`config.mk`:
```
export PLATFORM = sky130hd
export DESIGN_NAME = mode_select_flat
export DESIGN_NICKNAME = d
export VERILOG_FILES = /design/src/rtl/mode_select_if.sv /design/src/rtl/mode_select.sv /design/src/flat_wrapper.sv
export SDC_FILE = /design/constraint.sdc
export NUM_CORES = 1
export LEC_CHECK = 0
export BUFFER_PORTS_ARGS = -buffer_cell sky130_fd_sc_hd__buf_2
export CORE_MARGIN = 2
export CORE_UTILIZATION = 40
export CTS_BUF_LIST = sky130_fd_sc_hd__clkbuf_8 sky130_fd_sc_hd__clkbuf_16
export CTS_CLUSTER_SIZE = 8
export DETAILED_ROUTE_END_ITERATION = 16
export MAX_ROUTING_LAYER = met4
export PLACE_DENSITY = 0.56
export SYNTH_ARGS = -nofsm -noshare
export SYNTH_HDL_FRONTEND = slang
export SYNTH_SLANG_ARGS = --single-unit
export TNS_END_PERCENT = 30
```
`constraint.sdc`:
```
create_clock -name clk -period 5.8 [get_ports clk]
set_clock_uncertainty 0.05 [all_clocks]
set_input_delay 0.87 -clock clk [delete_from_list [all_inputs] [get_ports clk]]
set_output_delay 0.87 -clock clk [all_outputs]
set_load 0.1 [all_outputs]
```
`src/rtl/mode_select_if.sv`:
```
// Button-to-mode bus for the LED animation control stage.
//
// Carries the raw push-button into mode_select and the resulting mode
// information back out to the animation top level.
//   btn_raw      raw, bouncy, asynchronous button (1 = pressed)
//   mode         current animation mode (0 shift, 1 block-shift, 2/3 PWM)
//   mode_strobe  one-cycle pulse on every change of mode
//   btn_state    debounced button level
//   long_press   one-cycle pulse when a press crosses the long-press time
//
// The master side drives the button and observes the results.
// The slave side is the mode_select block itself.
interface mode_select_if;
    logic       btn_raw;
    logic [1:0] mode;
    logic       mode_strobe;
    logic       btn_state;
    logic       long_press;

    modport master (
        output btn_raw,
        input  mode,
        input  mode_strobe,
        input  btn_state,
        input  long_press
    );

    modport slave (
        input  btn_raw,
        output mode,
        output mode_strobe,
        output btn_state,
        output long_press
    );
endinterface

```
`src/rtl/mode_select.sv`:
```
// Upstream control stage for the LED animation top level.
//
// Turns one raw push-button into the 2-bit animation mode. The button is
// synchronised and debounced. A short press advances the mode and wraps
// after the last mode. A long press forces mode 0. Every mode change comes
// with a one-cycle strobe so the consumer can restart its timers.
//
// Ports:
//   clk  system clock; all logic runs on its rising edge
//   rst  synchronous, active-low reset (0 = reset)
//   sel  mode_select_if slave port:
//        btn_raw in; mode, mode_strobe, btn_state, long_press out
module mode_select #(
    parameter int DB_CYCLES   = 500000,
    parameter int LONG_CYCLES = 50000000,
    parameter int CNT_W       = 26,
    parameter int NUM_MODES   = 4
) (
    input  logic          clk,
    input  logic          rst,
    mode_select_if.slave  sel
);

    localparam logic [CNT_W-1:0] DB_LIM    = CNT_W'(DB_CYCLES);
    localparam logic [CNT_W-1:0] LONG_LIM  = CNT_W'(LONG_CYCLES);
    localparam logic [CNT_W-1:0] CNT_ONE   = CNT_W'(1);
    localparam logic [1:0]       LAST_MODE = 2'(NUM_MODES - 1);

    typedef enum logic [1:0] {
        IDLE,
        DB_PRESS,
        PRESSED,
        DB_RELEASE
    } state_t;

    state_t           state;
    logic             s1;
    logic             btn_s;
    logic [CNT_W-1:0] db_cnt;
    logic [CNT_W-1:0] hold_cnt;
    logic             long_done;
    logic [1:0]       mode_q;
    logic             mode_strobe_q;
    logic             btn_state_q;
    logic             long_press_q;

    // Synchroniser, debounce FSM and mode register in one registered block.
    // Pulses default low every cycle. long_done remembers that the current
    // press already acted as a long press, so its release must not also
    // advance the mode.
    always_ff @(posedge clk) begin
        if (!rst) begin
            s1            <= 1'b0;
            btn_s         <= 1'b0;
            state         <= IDLE;
            db_cnt        <= '0;
            hold_cnt      <= '0;
            long_done     <= 1'b0;
            mode_q        <= 2'd0;
            mode_strobe_q <= 1'b0;
            btn_state_q   <= 1'b0;
            long_press_q  <= 1'b0;
        end else begin
            s1            <= sel.btn_raw;
            btn_s         <= s1;
            mode_strobe_q <= 1'b0;
            long_press_q  <= 1'b0;

            unique case (state)
                IDLE: begin
                    btn_state_q <= 1'b0;
                    if (btn_s) begin
                        state  <= DB_PRESS;
                        db_cnt <= CNT_ONE;
                    end
                end

                DB_PRESS: begin
                    if (!btn_s) begin
                        state <= IDLE;
                    end else if (db_cnt == DB_LIM) begin
                        state       <= PRESSED;
                        btn_state_q <= 1'b1;
                        hold_cnt    <= '0;
                    end else begin
                        db_cnt <= db_cnt + CNT_ONE;
                    end
                end

                PRESSED: begin
                    if (!btn_s) begin
                        state  <= DB_RELEASE;
                        db_cnt <= CNT_ONE;
                    end else if (hold_cnt != LONG_LIM) begin
                        // Saturating hold timer; the long-press action fires
                        // on the edge where it reaches the threshold.
                        hold_cnt <= hold_cnt + CNT_ONE;
                        if ((hold_cnt == LONG_LIM - CNT_ONE) && !long_done) begin
                            long_press_q <= 1'b1;
                            long_done    <= 1'b1;
                            if (mode_q != 2'd0) begin
                                mode_q        <= 2'd0;
                                mode_strobe_q <= 1'b1;
                            end
                        end
                    end
                end

                DB_RELEASE: begin
                    // A bounce back high returns to PRESSED with hold_cnt
                    // untouched, so release bounce cannot restart long timing.
                    if (btn_s) begin
                        state <= PRESSED;
                    end else if (db_cnt == DB_LIM) begin
                        state       <= IDLE;
                        btn_state_q <= 1'b0;
                        long_done   <= 1'b0;
                        if (!long_done) begin
                            mode_q        <= (mode_q == LAST_MODE) ? 2'd0 : mode_q + 2'd1;
                            mode_strobe_q <= 1'b1;
                        end
                    end else begin
                        db_cnt <= db_cnt + CNT_ONE;
                    end
                end

                default: begin
                    state <= IDLE;
                end
            endcase
        end
    end

    assign sel.mode        = mode_q;
    assign sel.mode_strobe = mode_strobe_q;
    assign sel.btn_state   = btn_state_q;
    assign sel.long_press  = long_press_q;

endmodule

```
`src/flat_wrapper.sv`:
```
// flat-port wrapper written by rule: the top's interface ports become plain ports
module mode_select_flat 
#(
    parameter int DB_CYCLES   = 500000,
    parameter int LONG_CYCLES = 50000000,
    parameter int CNT_W       = 26,
    parameter int NUM_MODES   = 4
)
  (clk, rst, sel_btn_raw, sel_mode, sel_mode_strobe, sel_btn_state, sel_long_press);
  mode_select_if sel_i ();
  input  logic clk;
  input  logic rst;
  input wire logic [$bits(sel_i.btn_raw)-1:0] sel_btn_raw;
  output wire logic [$bits(sel_i.mode)-1:0] sel_mode;
  output wire logic [$bits(sel_i.mode_strobe)-1:0] sel_mode_strobe;
  output wire logic [$bits(sel_i.btn_state)-1:0] sel_btn_state;
  output wire logic [$bits(sel_i.long_press)-1:0] sel_long_press;
  assign sel_i.btn_raw = sel_btn_raw;
  assign sel_mode = sel_i.mode;
  assign sel_mode_strobe = sel_i.mode_strobe;
  assign sel_btn_state = sel_i.btn_state;
  assign sel_long_press = sel_i.long_press;
  mode_select #(.DB_CYCLES(DB_CYCLES), .LONG_CYCLES(LONG_CYCLES), .CNT_W(CNT_W), .NUM_MODES(NUM_MODES)) u_core (.clk(clk), .rst(rst), .sel(sel_i));
endmodule
```
**Yosys cells after proc, flatten, opt, wreduce, memory -nomap -nowiden**

Index checks and enable logic that the tools add are counted.

- Order comparisons: 0
- Reductions and logical operators: 14
- Bitwise gates (word level): 0
- Multipliers: 0
- Multiplexer cells: 45
- Add/subtract/negate cells: 3
- Div/mod/pow operators: 0
- Shift operators: 0
- Equal/unequal tests: 20

Operators by type and width:

| cell | count |
|---|---|
| 26-bit two-way mux | 9 |
| 26-bit case mux with 4 select lines | 1 |
| 26-bit by 1-bit adder with 26-bit output (second input constant) | 2 |
| 26-bit case mux with 2 select lines | 1 |
| 2-bit two-way mux | 14 |
| 26-bit by 19-bit == test with 1-bit output (second input constant) | 1 |
| 26-bit == test (second input constant) | 1 |
| 26-bit != test (second input constant) | 1 |
| 2-bit by 1-bit != test with 1-bit output (second input constant) | 8 |
| 1-bit two-way mux | 15 |
| 4-bit AND reduction | 3 |
| 5-bit AND reduction | 2 |
| 2-bit case mux with 4 select lines | 1 |
| 8-bit AND reduction | 1 |
| 2-bit == test (second input constant) | 3 |
| 2-bit != test (second input constant) | 3 |
| 6-bit AND reduction | 1 |
| 2-bit nonzero test | 3 |
| 1-bit case mux with 2 select lines | 2 |
| 2-bit case mux with 2 select lines | 1 |
| 3-bit by 1-bit != test with 1-bit output (second input constant) | 1 |
| 3-bit != test (second input constant) | 1 |
| 1-bit case mux with 3 select lines | 1 |
| 3-bit nonzero test | 1 |
| 5 further kinds | 5 |

- Latch bits: 0
- Output and inout port bits: 5
- Bits in registers: 62
- Memories: 0
- Input port bits: 3
- Bits in writable memories: 0
- Logic and storage cells: 92
- Memory bits (read-only): 0

**Depth between registers and ports, before layout**

Gate-level depths: netlist (run 1).

- Depth in word-level cells: 6
- Mapped depth: 9
- Depth with buffers taken out: 7

**Worst setup path after synthesis (run 1)**

No wires, ideal clock.

- Path type: reg-to-reg
- Start: reg u_core.mode_q[0] (netlist: u_core.sel.mode[0])
- End: reg u_core.mode_q[0] (netlist: u_core.sel.mode[0])
- Buffers on the path: 0
- Library setup time: 0.122 ns
- Path slack: 3.653 ns
- Data arrival time: 1.975 ns
- Data required time: 5.628 ns
- Period minus slack after synthesis: 2.147 ns
- Cell stages (with the launch flop): 6
- Path through: dfxtp_1 inv_1 ha_1 nor2b_1 o41a_1 mux2i_1

- Longest elaborated chain between the ends: 6
- Elaborated cells on any way between the ends: 10
- Those cells by class: 1 x add/sub; 2 x eq/ne; 5 x mux; 2 x reduce/logical

RTL lines:

| what | RTL line | source |
|---|---|---|
| from (decl) | mode_select.sv:42 | `logic [1:0] mode_q;` |
| from (signal assigned) | mode_select.sv:119 | `mode_q <= (mode_q == LAST_MODE) ? 2'd0 : mode_q + 2'd1;` |
| 2-bit by 1-bit adder with 2-bit output or 2-bit == test (tied branches) | mode_select.sv:119 |  |
| 2-bit two-way mux | mode_select.sv:119 |  |
| 2-bit two-way mux | mode_select.sv:118 | `if (!long_done) begin` |
| 2-bit two-way mux | mode_select.sv:114 | `end else if (db_cnt == DB_LIM) begin` |
| 2-bit two-way mux | mode_select.sv:112 | `if (btn_s) begin` |
| 2-bit case mux with 2 select lines | mode_select.sv:69 | `unique case (state)` |

Several ways; a longest one is shown, not always the timed one. The select of a mux whose other input is x is not followed.
A chain may end at the register's enable or synchronous reset.

**Worst setup path after layout (run 1)**

- Start: reg u_core.state[0]
- End: reg u_core.hold_cnt[22]

- Longest elaborated chain between the ends: 3
- Elaborated cells on any way between the ends: 9
- Those cells by class: 6 x eq/ne; 1 x mux; 2 x reduce/logical

RTL lines:

| what | RTL line | source |
|---|---|---|
| from (decl) | mode_select.sv:36 | `state_t state;` |
| from (signal assigned) | mode_select.sv:55 | `state <= IDLE;` |
| from (signal assigned) | mode_select.sv:73 | `state <= DB_PRESS;` |
| from (signal assigned) | mode_select.sv:80 | `state <= IDLE;` |
| 2-bit by 1-bit == test with 1-bit output or 2-bit == test (tied branches) | mode_select.sv:69 |  |
| 2-bit by 1-bit != test with 1-bit output (no source line) or 2-bit nonzero test (tied branches) | n/a |  |
| 5-bit AND reduction (no source line) | n/a |  |
| to (signal assigned) | mode_select.sv:97 | `hold_cnt <= hold_cnt + CNT_ONE;` |
| to (decl) | mode_select.sv:40 | `logic [CNT_W-1:0] hold_cnt;` |

Several ways; a longest one is shown, not always the timed one.

==> results of run 1 <==
report_power, final:
part	total (mW)	switching, mW	leakage (nW)	internal [mW]
registers	0.429	0.00244	0.500	0.427
clock network	0.447	0.172	0.124	0.275
logic	0.0224	0.0164	0.654	0.00606
cell type report:
type | instances | area, sq um
Fill cell | 864 | 4850
Multi-Input combinational cell | 324 | 2180
Sequential cell | 62 | 1240
Clock buffer | 12 | 165
Tap cell | 108 | 135
Inverter | 19 | 71.3
Clock inverter | 4 | 68.8
Timing Repair Buffer | 9 | 50.0
sequential cells by signal, summed over array words and instances (netlist names), named ones only:
signal / cells
u_core.btn_s: 1
u_core.db_cnt: 26
u_core.hold_cnt: 26
u_core.long_done: 1
u_core.s1: 1
u_core.sel.btn_state: 1
u_core.sel.long_press: 1
u_core.sel.mode: 2
u_core.sel.mode_strobe: 1
u_core.state: 1
cell usage in the layout (no fill, tap or decap), drive strengths merged, types with 10 or more instances in the layout:
cell type	netlist	final
dfxtp	62	62
nand3	41	41
nand2	26	26
o21ai	23	23
nor2	21	21
a21oi	21	21
inv	19	20
nand4	19	19
nor4	14	14
and3	12	12
clkbuf	13	12
mux2i	11	11
and4	10	10
kinds of logic (layout without fill, tap and decap cells):
group / Yosys count / after routing / share of synthesized area [%]
muxes: 11 / 11 / 3.04
xor gates and xnor gates: 10 / 10 / 2.63
adders and majority gates: 6 / 6 / 2.08
AOI/OAI and AO/OA: 90 / 90 / 17.9
DFF: 62 / 62 / 34.3
buffers and inverters: 44 / 44 / 5.53
and+or+nand+nor: 207 / 207 / 34.5
metal layers:
layer  vias up  wire length (um)  track usage (%)
met4         0               161             7.80
met5         -                 0                -
met3        13               366             2.74
met1      1576              4720             30.0
met2        86              3810             26.2
li1       1621                 -                -
Yosys cell counts, drive strengths merged, types with 5 or more instances:
| cell | n | area share, % |
|---|---|---|
| and4 | 10 | 2.5 |
| or2 | 8 | 1.4 |
| mux2i | 11 | 3.0 |
| o311a | 5 | 1.4 |
| nand2b | 6 | 1.0 |
| a21oi | 21 | 2.9 |
| and2 | 9 | 1.6 |
| or3 | 7 | 1.2 |
| ha | 6 | 2.1 |
| a31oi | 5 | 0.86 |
| nand2 | 26 | 2.7 |
| inv | 19 | 2.0 |
| nor4b | 5 | 1.6 |
| dfxtp | 62 | 34 |
| nor4 | 14 | 2.9 |
| and3 | 12 | 2.1 |
| clkbuf | 13 | 1.3 |
| o21ai | 23 | 3.2 |
| nor3 | 7 | 0.97 |
| nor2b | 5 | 0.86 |
| nand4 | 19 | 3.6 |
| buf | 12 | 2.2 |
| nor2 | 21 | 2.2 |
| or4 | 5 | 1.0 |
| xnor2 | 7 | 1.7 |
| nand3 | 41 | 5.7 |
worst min-delay path by stage:
stage,end,slack [ns],depth (start not counted)
floorplan,u_core.btn_s,0.36,1
global placement,u_core.btn_s,0.37,1
detailed placement,u_core.btn_s,0.38,1
CTS,u_core.btn_s,0.39,1
global route,u_core.btn_s,0.42,1
finish,u_core.btn_s,0.39,1
critical path, stage by stage (launching register included):
cell     delay, ns
dfxtp_1       0.75
and4_4        0.39
nand4_2       0.63
and2_1        0.52
o311a_1       0.38
==> impl_metrics.env, run 1 <==
export IMPL_ant_nets=0
export IMPL_ctsHtreeMaxLevel=3
export IMPL_start_util_pct=41.3
export IMPL_setup_viol=0
export IMPL_syn_area_per_cell_sq_um=8.41
export IMPL_syn_num_nets=439
export IMPL_crit_start="u_core.state[0]"
export IMPL_antenna_found_initial=0
export IMPL_r2r_end="u_core.hold_cnt[22]"
export IMPL_ios=8
export IMPL_synthFlopType="dfxtp_1"
export IMPL_placed_area_sq_um=3680
export IMPL_worst_slew_pin_slew_ns=1.23
export IMPL_hold_path_class="reg -> reg"
export IMPL_fin_cells=538
export IMPL_vdd_drop_max_mv=0.125
export IMPL_maxSlewViolCount=0
export IMPL_wl_per_cell_um=16.8
export IMPL_grt_overflow=0
export IMPL_critical_path_class="reg -> reg"
export IMPL_dp_hpwl_mm=6.15
export IMPL_post_route_period_util_pct=49.4
export IMPL_maxCapViolations=0
export IMPL_fin_setup_tns_ns=0
export IMPL_whs_ns=0.388
export IMPL_cts_tree="done"
export IMPL_area_growth_pct=8.13
export IMPL_viasPerCell=6.13
export IMPL_slew_headroom_pct=17.7
export IMPL_cts_hold_buf=0
export IMPL_crit_end="u_core.hold_cnt[22]"
export IMPL_worstPathMaxFanout=29
export IMPL_preCtsSetupSlack_ns=2.91
export IMPL_portBuffers=7
export IMPL_ys_warn_count=0
export IMPL_gp_congestion=0.896
export IMPL_synth_edff_count=0
export IMPL_clock_latency_ns=0.34
export IMPL_finalHoldViolCount=0
export IMPL_finish_instance_area_sq_um=3910
export IMPL_endpoint_kind="flip-flop"
export IMPL_nets=434
export IMPL_clockRootBuffer="clkbuf_8"
export IMPL_insertedDiodeCount=0
export IMPL_rows=34
export IMPL_required_ns=5.98
export IMPL_drive_gt1_share_pct=11.6
export IMPL_cts_setup_buffers=0
export IMPL_postSynthCellCount=430
export IMPL_rsz0062_at_grt="no"
export IMPL_grtUsageTotal_pct=19.8
export IMPL_drc=0
export IMPL_synth_seq_area_share_pct=34.3
export IMPL_status="finished clean"
export IMPL_routed_wl_mm=9.05
export IMPL_die_h_um=99.1
export IMPL_via_count=3296
export IMPL_synth_async_sr_flop_share_pct=0
export IMPL_crit_arrival_ns=3.04
export IMPL_cts_resized=0
export IMPL_core_area_sq_um=8760
export IMPL_setup_slack_ns=2.93
export IMPL_clkSlewWorstSetupHoldPaths_ns=0.07
export IMPL_die_w_um=99.1
export IMPL_grt_max_degree=35
export IMPL_dp_cells=522
export IMPL_final_util_pct=44.6
export IMPL_power_density_nw_per_um2=230
export IMPL_cts_buffers=9
export IMPL_grt_pass1_wl_mm=15.2
export IMPL_p_total_uw=899
export IMPL_min_from="u_core.s1"
export IMPL_drt_initial_drc_count=247
export IMPL_cts_sinks=62
export IMPL_grt_pass1_vias=2935
export IMPL_synth_seq_cells=62
export IMPL_cts_buffer_depth=2
export IMPL_leakage_nw=1.28
export IMPL_fmax_ghz=0.349
export IMPL_firstDrtPassIters=4
export IMPL_fin_crit_ns=2.87
export IMPL_r2r_slack_ns=2.93
export IMPL_regToRegStartpoint="u_core.state[0]"
export IMPL_synth_distinct_cells=63
export IMPL_reg2reg_depth=4
export IMPL_crit_path_start_kind="flip-flop"
export IMPL_synth_area_sq_um=3620
export IMPL_die_area_sq_um=9820
Power figures use the tool's default switching activity.
==> inputs of run 2 (changes only) <==
--- a/config.mk
+++ b/config.mk
@@ -5,6 +5,7 @@
 export SDC_FILE = /design/constraint.sdc
 export NUM_CORES = 1
 export LEC_CHECK = 0
+export ABC_AREA = 1
 export BUFFER_PORTS_ARGS = -buffer_cell sky130_fd_sc_hd__buf_2
 export CORE_MARGIN = 2
 export CORE_UTILIZATION = 40
==> constraint.sdc (replaced) <==
create_clock -name clk -period 2.8 [get_ports clk]
set_clock_uncertainty 0.05 [all_clocks]
set_input_delay 0.42 -clock clk [delete_from_list [all_inputs] [get_ports clk]]
set_output_delay 0.42 -clock clk [all_outputs]
set_load 0.1 [all_outputs]
==> impl_metrics.env, run 2 <==
export IMPL_grt_overflow=0
export IMPL_vdd_drop_max_mv=0.217
export IMPL_placed_area_sq_um=4500
export IMPL_viasPerCell=5.09
export IMPL_synth_area_sq_um=4400
export IMPL_finalHoldViolCount=0
export IMPL_internal_power_mw=1.43
export IMPL_finish_instance_area_sq_um=4730
export IMPL_die_w_um=109
export IMPL_rsz0062_at_grt="no"
export IMPL_firstDrtPassIters=4
export IMPL_grt_pass1_vias=4122
export IMPL_post_route_period_util_pct=75.0
export IMPL_drive_gt1_share_pct=13.2
export IMPL_rows=38
export IMPL_synth_async_sr_flop_share_pct=0
export IMPL_cts_hold_buf=0
export IMPL_crit_arrival_ns=2.29
export IMPL_synth_distinct_cells=39
export IMPL_clkSlewWorstSetupHoldPaths_ns=0.08
export IMPL_grtUsageTotal_pct=21.9
export IMPL_status="finished clean"
export IMPL_yosysMostFrequentCell="nand2_1"
export IMPL_clock_power_share_pct=49.5
export IMPL_yosys_area_top_type="dfxtp_1"
export IMPL_dp_hpwl_mm=8.65
export IMPL_ant_nets=0
export IMPL_layout_common_cells="nand2_1 (200), nor2_1 (125), inv_1 (68)"
export IMPL_hold_path_class="in -> reg"
export IMPL_crit_path_start_kind="flip-flop"
export IMPL_maxSlewViolCount=0
export IMPL_final_util_pct=43.9
export IMPL_endpoint_kind="flip-flop"
export IMPL_cts_resized=0
export IMPL_synth_seq_area_share_pct=28.2
export IMPL_required_ns=2.99
export IMPL_postSynthCellCount=717
export IMPL_drc=0
export IMPL_setup_viol=0
export IMPL_ys_warn_count=0
export IMPL_worst_slew_pin_slew_ns=0.611
export IMPL_via_count=4385
export IMPL_cts_setup_buffers=0
export IMPL_worstPathMaxFanout=20
export IMPL_ios=8
export IMPL_synth_top_area_share_pct=28.2
export IMPL_portBuffers=7
export IMPL_syn_area_per_cell_sq_um=6.14
export IMPL_cts_buffers=9
export IMPL_die_area_sq_um=11900
export IMPL_grt_pass1_wl_mm=19.9
export IMPL_leakage_nw=1.71
export IMPL_cts_tree="done"
export IMPL_fin_crit_ns=2.10
export IMPL_routed_wl_mm=11.8
export IMPL_cts_sinks=62
export IMPL_p_sw_share_pct=24.9
export IMPL_critical_path_class="reg -> reg"
export IMPL_slew_headroom_pct=59.0
export IMPL_fmax_ghz=0.476
export IMPL_maxCapViolations=0
export IMPL_yosys_top_cells_area="dfxtp_1 (28%), nand2_1 (17%), nor2_1 (11%)"
export IMPL_cts_buffer_depth=2
export IMPL_gp_congestion=0.973
export IMPL_n_fill_cell=1168
export IMPL_ctsHtreeMaxLevel=3
export IMPL_grt_max_degree=28
export IMPL_antenna_found_initial=0
export IMPL_multiInputGateArea_sq_um=2710
export IMPL_whs_ns=0.190
export IMPL_power_density_nw_per_um2=402
export IMPL_area_growth_pct=7.50
export IMPL_fin_setup_tns_ns=0
export IMPL_p_switching_uw=474
export IMPL_syn_num_nets=726
export IMPL_layout_commonest_cell="nand2_1"
export IMPL_wl_per_cell_um=13.7
export IMPL_pwr_share_seq_pct=46.7
export IMPL_start_util_pct=40.8
export IMPL_insertedDiodeCount=0
export IMPL_p_total_mw=1.91
export IMPL_clock_latency_ns=0.36
export IMPL_nets=726
export IMPL_ff_latch_area_sq_um=1240
export IMPL_core_area_sq_um=10800
export IMPL_synth_seq_cells=62
export IMPL_synth_edff_count=0
export IMPL_synth_common_cells="nand2_1 (200), nor2_1 (125), inv_1 (68)"
export IMPL_clockRootBuffer="clkbuf_8"
export IMPL_p_comb_share_pct=3.8
export IMPL_drt_initial_drc_count=250
export IMPL_synthFlopType="dfxtp_1"
export IMPL_die_h_um=109
==> run 2: cell types whose count changed after synthesis, moves of 16 or more <==
cell	before	now
a21oi_2	0	16
nand2_2	0	19
nand2_1	26	200
nor2_1	21	125
inv_1	19	68
nand3_1	41	62
==> run 2: logic make-up (layout without fill, tap and decap cells) <==
group	Yosys count	count (layout)	synth area share (%)
buf+inv	104	109	10.3
xor+xnor	18	18	3.58
fa+ha+maj	6	6	1.70
simple gates	472	472	48.2
compound gates	55	55	8.04
flops	62	62	28.2
==> run 2: layout make-up <==
type / instances / share of cell area (%)
Multi-Input combinational cell: 551 / 57.2
Inverter: 81 / 6.47
Clock buffer: 10 / 2.91
Sequential cell: 62 / 26.2
Tap cell: 140 / 3.70
Timing Repair Buffer: 12 / 1.53
Clock inverter: 6 / 1.96
==> run 2: critical path: stages, from the launching register on <==
cell and delay (ns):
dfxtp_1 0.33, inv_1 0.12, ha_1 0.16, nand2_1 0.05
nor2_1 0.11, nor3b_1 0.35, nand3_2 0.22, nand2_1 0.10
buf_4 0.26, nor2_1 0.08, nor2_1 0.10, nor2_1 0.04
==> run 2: per-layer routing <==
| metal | part of all wire [%] | up-vias | global-route usage (%) |
|---|---|---|---|
| met1 | 45 | 2008 | 26.0 |
| met4 | 2.0 | 0 | 6.23 |
| met3 | 3.9 | 24 | 5.08 |
| met5 | 0 | - | - |
| li1 | - | 2273 | - |
| met2 | 49 | 80 | 37.2 |
==> run 2: power by group through the flow <==
stage / Combinational [mW] / Clock, mW / Sequential (mW)
6_report: 0.0718 / 0.944 / 0.890
3_5_place_dp: 0.0724 / 0 / 0.910
4_1_cts: 0.0728 / 0.959 / 0.889
2_1_floorplan: 0.0569 / 0 / 0.910
5_1_grt: 0.0797 / 0.995 / 0.891
3_3_place_gp: 0.0714 / 0 / 0.910
==> run 2: worst paths after layout <==
kind | from | to | slack (ns) | cells after the start
max reg2reg | u_core.db_cnt[0] | u_core.db_cnt[22] | 0.70 | 11
max | u_core.db_cnt[0] | u_core.db_cnt[22] | 0.70 | 11
min | sel_btn_raw | u_core.s1 | 0.19 | 3
min reg2reg | u_core.s1 | u_core.btn_s | 0.37 | 2
==> run 2: per-stage QoR <==
| step | setup slack [ns] | cells |
|---|---|---|
| 5_1_grt | 0.413 | 862 |
| 2_1_floorplan | 0.900 | 717 |
| 3_5_place_dp | 0.703 | 846 |
| 4_1_cts | 0.680 | 862 |
| 3_3_place_gp | 0.742 | 846 |
| 6_report | 0.701 | 862 |
==> inputs of run 3 (changes only) <==
==> constraint.sdc (replaced) <==
create_clock -name clk -period 2.2 [get_ports clk]
set_clock_uncertainty 0.05 [all_clocks]
set_input_delay 0.33 -clock clk [delete_from_list [all_inputs] [get_ports clk]]
set_output_delay 0.33 -clock clk [all_outputs]
set_load 0.1 [all_outputs]
==> impl_metrics.env, run 3 (same netlist as run 2, synthesis figures left out) <==
export IMPL_insertedDiodeCount=0
export IMPL_min_from="sel_btn_raw"
export IMPL_clkSlewWorstSetupHoldPaths_ns=0.08
export IMPL_leakage_nw=1.79
export IMPL_crit_slowest_cell="dfxtp_1"
export IMPL_die_h_um=109
export IMPL_ant_nets=0
export IMPL_drt_initial_drc_count=309
export IMPL_crit_path_start_kind="flip-flop"
export IMPL_portBuffers=7
export IMPL_cts_hold_buf=0
export IMPL_r2r_end="u_core.hold_cnt[5]"
export IMPL_reg2reg_depth=13
export IMPL_vdd_drop_max_mv=0.410
export IMPL_path_cells="inv_1 > ha_1 > nand2_1 > nor2_1 > nand2_1 > nor2_2 > nand2_2 > nand2_8 > inv_4 > nor2_8 > buf_12 > nand2_2 > a21oi_2"
export IMPL_cts_buffer_depth=2
export IMPL_worstPathMaxFanout=16
export IMPL_required_ns=2.45
export IMPL_post_route_period_util_pct=91.8
export IMPL_fin_crit_ns=2.02
export IMPL_grt_pass1_vias=4240
export IMPL_routed_wl_mm=11.6
export IMPL_clock_latency_ns=0.36
export IMPL_ctsHtreeMaxLevel=3
export IMPL_grt_pass1_wl_mm=19.9
export IMPL_min_path_cells=3
export IMPL_antenna_found_initial=0
export IMPL_core_area_sq_um=10800
export IMPL_gp_congestion=0.955
export IMPL_layout_common_cells="nand2_1 (200), nor2_1 (122), inv_1 (68)"
export IMPL_rows=38
export IMPL_dp_hpwl_mm=8.79
export IMPL_max_stage_delay_ns=0.33
export IMPL_regToRegStartpoint="u_core.db_cnt[0]"
export IMPL_slew_headroom_pct=62.5
export IMPL_wl_per_cell_um=13.2
export IMPL_cts_setup_buffers=0
export IMPL_status="finished clean"
export IMPL_drive_gt1_share_pct=15.6
export IMPL_r2r_slack_ns=0.18
export IMPL_whs_ns=0.111
export IMPL_die_area_sq_um=11900
export IMPL_cts_buffers=9
export IMPL_layout_commonest_cell="nand2_1"
export IMPL_grtUsageTotal_pct=21.9
export IMPL_clockRootBuffer="clkbuf_8"
export IMPL_crit_arrival_ns=2.27
export IMPL_maxSlewViolCount=0
export IMPL_power_density_nw_per_um2=468
export IMPL_maxCapViolations=0
export IMPL_drc=0
export IMPL_ios=8
export IMPL_die_w_um=109
export IMPL_critical_path_class="reg -> reg"
export IMPL_cts_tree="done"
export IMPL_n_fill_cell=1150
export IMPL_grt_max_degree=31
export IMPL_area_growth_pct=10.4
export IMPL_via_count=4431
export IMPL_worst_slew_pin_slew_ns=0.558
export IMPL_fin_setup_tns_ns=0
export IMPL_hold_path_class="in -> reg"
export IMPL_cts_sinks=62
export IMPL_firstDrtPassIters=6
export IMPL_finalHoldViolCount=0
export IMPL_min_to="u_core.s1"
export IMPL_fmax_ghz=0.495
export IMPL_nets=740
export IMPL_viasPerCell=5.06
export IMPL_start_util_pct=40.8
export IMPL_endpoint_kind="flip-flop"
export IMPL_setup_viol=0
export IMPL_grt_overflow=0
export IMPL_rsz0062_at_grt="no"
[run 3: critical path: cells and delay by family, from the launching register on]
family          cells  cell delay (ns)
compound gates      1             0.11
buf+inv             3             0.36
fa+ha+maj           1             0.16
simple gates        8             0.93
flops               1             0.33
[run 3: how the worst max path moves through the flow]
stage	to	start	cells past startpoint	slack (ns)
after global routing	u_core.hold_cnt[24]	u_core.hold_cnt[1]	12	0.002
after global placement	u_core.hold_cnt[24]	u_core.hold_cnt[0]	12	0.16
final	u_core.hold_cnt[5]	u_core.db_cnt[0]	13	0.18
after floorplan	u_core.sel.mode[1]	u_core.sel.mode[0]	8	0.30
after detailed placement	u_core.hold_cnt[24]	u_core.hold_cnt[0]	12	0.16
after CTS	u_core.hold_cnt[24]	u_core.hold_cnt[0]	12	0.15
[run 3: metal layers]
metal  vias to the layer above  track usage [%]  part of all wire [%]
li1                       2307                -                     -
met1                      2022             25.3                    46
met2                        79             37.2                    49
met3                        23             4.00                   2.3
met4                         0             8.97                   2.5
met5                         -                -                     0
[run 3: final cells by class]
cell class                 count  area (sq um)  share of cell area [%]
multi-input combinational    551          2730                    56.1
sequential                    62          1240                    25.6
inverter                      81           307                    6.30
timing repair buffer          26           215                    4.43
tap                          140           175                    3.60
clock buffer                   9           124                    2.55
clock inverter                 7          72.6                    1.49
[run 3: through the flow]
step / instance area [sq um] / power (mW) / utilization, % / worst slack (ns) / std cells
after floorplan: 4400 / 1.23 / - / 0.300 / 717
after global placement: 4650 / 1.26 / 43.1 / 0.158 / 860
after detailed placement: 4650 / 1.26 / 43.1 / 0.159 / 860
after CTS: 4840 / 2.32 / 44.9 / 0.148 / 876
after global routing: 4860 / 2.37 / 45.0 / 0.00179 / 876
final: 4860 / 2.28 / 45.0 / 0.179 / 876
[run 3: power breakdown]
part	internal (mW)	switching (mW)
Clock	0.526	0.514
Sequential	1.13	0.00607
Combinational	0.0310	0.0732
[run 3: timing repair]
action                                 4_1_cts  5_1_grt
setup endpoints to repair                    0        9
endpoints found under the hold margin        0        0
gates resized for setup                      0        6
